<file path="config.mk">
export PLATFORM = sky130hd
export DESIGN_NAME = sfx_scheduler
export DESIGN_NICKNAME = d
export VERILOG_FILES = /design/src/rtl/sfx_scheduler.sv
export SDC_FILE = /design/constraint.sdc
export NUM_CORES = 1
export LEC_CHECK = 0
export CAP_MARGIN = 20
export CORE_UTILIZATION = 35
export DETAILED_ROUTE_END_ITERATION = 10
export DONT_BUFFER_PORTS = 1
export PLACE_DENSITY_LB_ADDON = 0.05
export SLEW_MARGIN = 30
export SYNTH_ARGS = -nofsm -noshare
export SYNTH_HDL_FRONTEND = slang
export SYNTH_SLANG_ARGS = --single-unit
</file>
<file path="constraint.sdc">
create_clock -name clk -period 5.95 [get_ports clk]
set_input_delay 1.19 -clock clk [delete_from_list [all_inputs] [get_ports clk]]
set_output_delay 1.19 -clock clk [all_outputs]
set_load 0.01 [all_outputs]
</file>
<file path="src/rtl/sfx_scheduler.sv">
// rtl/sfx_scheduler.sv - one-shot sound effect sequencer for music voice 1
//
// Arbitrates full-row, level-up and game-over requests (OVER > LVL > ROW),
// plays the selected effect as a stepped note sequence and drives the
// voice-1 override into freq_gen. After the game-over jingle the music clock
// is paused until restart.
//
// Ports:
//   clk, rst           system clock, asynchronous active-high reset
//   full_row           row-clear request, rising-edge detected
//   level_up           level-up request, rising-edge detected
//   game_over          game-over request, rising-edge detected
//   restart            leaves HALT (ignored elsewhere)
//   inlevel[3:0]       current level, latched when a level-up effect starts
//   sfx_active         1 = voice 1 plays sfx_freq instead of the song note
//   sfx_freq[6:0]      note index for freq_gen
//   music_pause        freezes the music clock while halted
//   sfx_kind[1:0]      0 none, 1 row, 2 level, 3 game over
module sfx_scheduler #(
  parameter int unsigned TICK_BITS = 18,
  parameter logic [6:0]  ROW_BASE  = 7'd20,
  parameter logic [6:0]  LVL_BASE  = 7'd40,
  parameter logic [6:0]  OVER_BASE = 7'd60
) (
  input  logic       clk,
  input  logic       rst,
  input  logic       full_row,
  input  logic       level_up,
  input  logic       game_over,
  input  logic       restart,
  input  logic [3:0] inlevel,
  output logic       sfx_active,
  output logic [6:0] sfx_freq,
  output logic       music_pause,
  output logic [1:0] sfx_kind
);

  typedef enum logic [2:0] {S_IDLE, S_ROW, S_LVL, S_OVER, S_HALT} state_t;

  localparam logic [TICK_BITS-1:0] TICK_ONE = TICK_BITS'(1);
  localparam logic [TICK_BITS-1:0] TICK_MAX = {TICK_BITS{1'b1}};

  state_t               state_q, state_d;
  logic [4:0]           step_q, step_d;
  logic [TICK_BITS-1:0] tick_q, tick_d;
  logic [3:0]           lvl_cap_q, lvl_cap_d;
  logic                 pend_row_q, pend_row_d;
  logic                 pend_lvl_q, pend_lvl_d;
  logic                 row_in_q, lvl_in_q, over_in_q;

  logic       row_e, lvl_e, over_e;
  logic [1:0] cur_prio, edge_prio;
  logic [4:0] last_step;
  logic       start_en;
  state_t     start_st;
  logic [6:0] freq_d;
  logic [7:0] row_sum, lvl_sum, lvl_off;

  assign row_e  = full_row  & ~row_in_q;
  assign lvl_e  = level_up  & ~lvl_in_q;
  assign over_e = game_over & ~over_in_q;

  function automatic state_t prio_to_state(input logic [1:0] p);
    case (p)
      2'd1:    return S_ROW;
      2'd2:    return S_LVL;
      2'd3:    return S_OVER;
      default: return S_IDLE;
    endcase
  endfunction

  function automatic logic [6:0] sat_hi(input logic [7:0] v);
    return v[7] ? 7'd127 : v[6:0];
  endfunction

  always_comb begin
    case (state_q)
      S_ROW:   begin cur_prio = 2'd1; last_step = 5'd15; end
      S_LVL:   begin cur_prio = 2'd2; last_step = 5'd15; end
      S_OVER:  begin cur_prio = 2'd3; last_step = 5'd23; end
      default: begin cur_prio = 2'd0; last_step = 5'd0;  end
    endcase
    edge_prio = over_e ? 2'd3 : lvl_e ? 2'd2 : row_e ? 2'd1 : 2'd0;
  end

  always_comb begin
    state_d    = state_q;
    step_d     = step_q;
    tick_d     = tick_q;
    lvl_cap_d  = lvl_cap_q;
    pend_row_d = pend_row_q;
    pend_lvl_d = pend_lvl_q;
    start_en   = 1'b0;
    start_st   = S_IDLE;

    if (state_q == S_HALT) begin
      if (restart) state_d = S_IDLE;
    end else begin
      // Every edge is recorded as pending; the one that actually starts is
      // cleared again below, so non-winning simultaneous edges stay queued.
      pend_row_d = pend_row_q | row_e;
      pend_lvl_d = pend_lvl_q | lvl_e;
      if (edge_prio > cur_prio) begin
        start_en = 1'b1;
        start_st = prio_to_state(edge_prio);
      end else if (state_q != S_IDLE) begin
        tick_d = tick_q + TICK_ONE;
        if (tick_q == TICK_MAX) begin
          if (step_q == last_step) begin
            if (state_q == S_OVER) begin
              state_d    = S_HALT;
              pend_row_d = 1'b0;
              pend_lvl_d = 1'b0;
            end else if (pend_lvl_d) begin
              start_en = 1'b1;
              start_st = S_LVL;
            end else if (pend_row_d) begin
              start_en = 1'b1;
              start_st = S_ROW;
            end else begin
              state_d = S_IDLE;
            end
          end else begin
            step_d = step_q + 5'd1;
          end
        end
      end
    end

    if (start_en) begin
      state_d = start_st;
      step_d  = 5'd0;
      tick_d  = '0;
      if (start_st == S_LVL) begin
        lvl_cap_d  = inlevel;
        pend_lvl_d = 1'b0;
      end
      if (start_st == S_ROW) pend_row_d = 1'b0;
    end
  end

  // Outputs are computed from the next state so they register together with it.
  always_comb begin
    case (step_d[3:2])
      2'd0:    lvl_off = 8'd0;
      2'd1:    lvl_off = 8'd4;
      2'd2:    lvl_off = 8'd7;
      default: lvl_off = 8'd12;
    endcase
    row_sum = {1'b0, ROW_BASE} + {2'b00, step_d, 1'b0};
    lvl_sum = {1'b0, LVL_BASE} + {4'b0000, lvl_cap_d} + lvl_off;
    case (state_d)
      S_ROW:   freq_d = sat_hi(row_sum);
      S_LVL:   freq_d = sat_hi(lvl_sum);
      S_OVER:  freq_d = ({3'b000, step_d} > {1'b0, OVER_BASE}) ? 7'd0
                        : 7'(({1'b0, OVER_BASE} - {3'b000, step_d}));
      default: freq_d = 7'd0;
    endcase
  end

  always_ff @(posedge clk or posedge rst) begin
    if (rst) begin
      state_q     <= S_IDLE;
      step_q      <= 5'd0;
      tick_q      <= '0;
      lvl_cap_q   <= 4'd0;
      pend_row_q  <= 1'b0;
      pend_lvl_q  <= 1'b0;
      row_in_q    <= 1'b0;
      lvl_in_q    <= 1'b0;
      over_in_q   <= 1'b0;
      sfx_active  <= 1'b0;
      sfx_freq    <= 7'd0;
      music_pause <= 1'b0;
      sfx_kind    <= 2'd0;
    end else begin
      state_q     <= state_d;
      step_q      <= step_d;
      tick_q      <= tick_d;
      lvl_cap_q   <= lvl_cap_d;
      pend_row_q  <= pend_row_d;
      pend_lvl_q  <= pend_lvl_d;
      row_in_q    <= full_row;
      lvl_in_q    <= level_up;
      over_in_q   <= game_over;
      sfx_active  <= (state_d == S_ROW) || (state_d == S_LVL) || (state_d == S_OVER);
      sfx_freq    <= freq_d;
      music_pause <= (state_d == S_HALT);
      case (state_d)
        S_ROW:   sfx_kind <= 2'd1;
        S_LVL:   sfx_kind <= 2'd2;
        S_OVER:  sfx_kind <= 2'd3;
        default: sfx_kind <= 2'd0;
      endcase
    end
  end

endmodule
</file>
==> summary.txt <==
CTS
  • Root buffer cell: clkbuf_8
  • # resized after CTS: 0
  • Cts hold-fix bufs: 0
  • Post CTS Setup Buffer Count: 0
  • Reg clk slew, reported paths: 0.11 ns
  • H-Tree Level Count: 2
  • Clk buf depth: 2
  • Num CTS Buffers: 5
  • CTS tree: built
  • Num Clock Sinks: 46
  • Worst skew pair latency: 0.32 ns

Worst setup path
  • Worst setup SP type: input pin
  • CP max stage cell: or4_4
  • CP arrival: 5.36 ns
  • CP Buf/Inv Count: 1
  • Critical setup path kind: input pin to flip-flop
  • Crit-path cells: nor2b_1, or2_2, ha_1, nor2b_1, o21a_1, or4_4, o31a_1, or2_2, inv_1, nand2_1, nand2_1, ha_1, ha_1, fa_1, a21oi_1, nor2_1, a21oi_1, o41ai_1, a21oi_1
  • Critical path capture point type: flip-flop
  • Worst Path Max Fanout: 12
  • Top Family by Delay on Critical Path: simple AND/OR/NAND/NOR gates
  • CP max stage delay: 0.62 ns
  • Crit path required time: 6.19 ns

Synth
  • Post-synth EDFFs: 0
  • Syn_nets: 340
  • Yosys top cell by area: dfrtp_1
  • Cell area after synthesis: 0.00282 mm^2
  • Top post-synthesis cells by area: dfrtp_1 (41%), ha_1 (5.8%), nor2_1 (4.1%)
  • Syn Area/Cell: 8.93 um^2
  • Synth cell types: 55
  • Top-area cell type share of the netlist area: 0.408
  • Sequential area share after synthesis: 0.408
  • Ys async rst share: 1.00
  • Cell count after synthesis: 316
  • Main synth FF type: dfrtp_1
  • Synth Register Bits: 46
  • Synth warn: 0

Routing
  • Routed WL: 6830 um
  • # DRC: 0
  • Post-route ant nets: 0
  • Drt wl/cell: 16.4 um
  • Drt first pass iters: 4
  • Vias post-DR: 2230
  • DRT iter0 DRCs: 135
  • Via density: 5.36

Cells and area
  • Leading cell types in the layout, fill and taps excluded: dfrtp_1 (46), nor2_1 (31), nand2_1 (28)
  • Layout cell share with drive strength beyond 1: 0.0924
  • Nets@finish: 337
  • Area Growth Syn to Fin: 7.45%
  • # fillers: 809
  • Commonest non-fill, non-tap cell in the layout: dfrtp_1
  • Final Util: 0.390
  • Design Area, Final: 0.00303 mm^2
  • Post-Layout Cell Count: 416
  • Antenna cells: 0

Global routing
  • Number of global-route vias before repair: 2296
  • Largest net degree at the start of global routing: 47
  • Initial antenna violation count: 0
  • First-pass GRT wire length: 11700 um
  • GRT Total Usage: 0.176
  • Grt ovf: 0

Run status
  • Status: finished clean

STA
  • Max Fclk: 195 MHz
  • Count of pins over their slew limit: 0
  • Period minus WS final: 5.12 ns
  • Hold Violations, Final: 0
  • RSZ-0062 raised after global routing: no
  • Clock skew: 0.0126 ns
  • Final worst slack: 0.832 ns
  • Rel. slew slack: 0.384
  • TNS Setup: 0 ns
  • Final period utilization: 0.860
  • Setup-failing EPs final: 0
  • Min Hold Slack: 0.496 ns
  • Worst-Margin Slew: 0.925 ns

Place
  • Setup WS pre-CTS: 0.494 ns
  • DP Area: 0.00293 mm^2
  • Dpl cells: 408
  • Placer Congestion: 0.773
  • Final HPWL DP: 4920 um
  • Port Buf Inserts: 0

Power
  • Pwr per Cell Area: 383 mW/mm^2
  • Leak: 1.33 nW
  • Peak VDD IR: 0.158 mV
  • Total power: 1.16 mW

Die
  • Die width: 91.8 um
  • Top Ports: 21
  • FP Rows: 32
  • Total Die Area: 0.00842 mm^2
  • Die height: 91.8 um
  • Core area: 0.00777 mm^2
  • Initial Util: 0.363

Worst hold path
  • HP Class: flip-flop to flip-flop

Job
  • Maximum Capacitance Violations: 0
report_power, final:
group	total, mW	internal (mW)	switching (mW)
logic	0.503	0.166	0.337
clock network	0.214	0.0875	0.126
registers	0.444	0.380	0.0643
Yosys cell counts, drive strengths merged, types with 9 or more instances:
library cell,instances
nand3,10
nor3,10
clkbuf,12
inv,17
nor2,31
o21ai,20
xor2,9
nand2,28
dfrtp,46
ha,13
nand4,10
a21oi,22
registers in the layout, summed over array words and instances (netlist names):
name,cells
over_in_q,1
sfx_freq,7
sfx_active,1
state_q,3
step_q,5
tick_q,18
lvl_cap_q,4
pend_row_q,1
music_pause,1
pend_lvl_q,1
row_in_q,1
sfx_kind,2
lvl_in_q,1
layer usage:
metal	global-route usage	part of all wire
met3	0.0307	0.021
met4	0.0495	0.011
met1	0.216	0.46
met5	0	0
met2	0.317	0.50
area by class of cell:
class                      count  area (um^2)  area share
multi-input combinational    239         1560       0.515
sequential                    46         1150       0.380
tap                          102          128      0.0421
clock buffer                   5         68.8      0.0227
inverter                      17         66.3      0.0219
timing repair buffer           4         30.0     0.00991
clock inverter                 3         26.3     0.00867
tightest hold or removal path, delay by kind of cell (launching register included):
family	cells	cell delay (ns)
flops	1	0.34
simple gates	2	0.12
path summary, 6_finish.rpt:
kind | depth (start not counted) | endpoint | slack [ns] | startpoint
setup / recovery | 19 | sfx_freq[5]$_DFF_PP0_ | 0.83 | level_up
hold / removal | 2 | lvl_cap_q[2]$_DFF_PP0_ | 0.50 | lvl_cap_q[2]$_DFF_PP0_
min in group asynchronous | 1 | sfx_freq[6]$_DFF_PP0_ | 0.81 | rst
max in group asynchronous | 1 | tick_q[7]$_DFFE_PP0P_ | 4.74 | rst
setup reg to reg | 18 | sfx_freq[5]$_DFF_PP0_ | 1.36 | state_q[2]$_DFF_PP0_
hold reg to reg | 2 | lvl_cap_q[2]$_DFF_PP0_ | 0.50 | lvl_cap_q[2]$_DFF_PP0_
logic make-up after synthesis:
family / share of synthesized area
adder cells (fa/ha/maj): 0.0647
AO/OA/AOI/OAI: 0.162
AND/OR/NAND/NOR: 0.253
flip-flops: 0.408
buffers and inverters: 0.0448
multiplexers: 0.0182
XOR/XNOR: 0.0497
(Power assumes the default switching activity.)
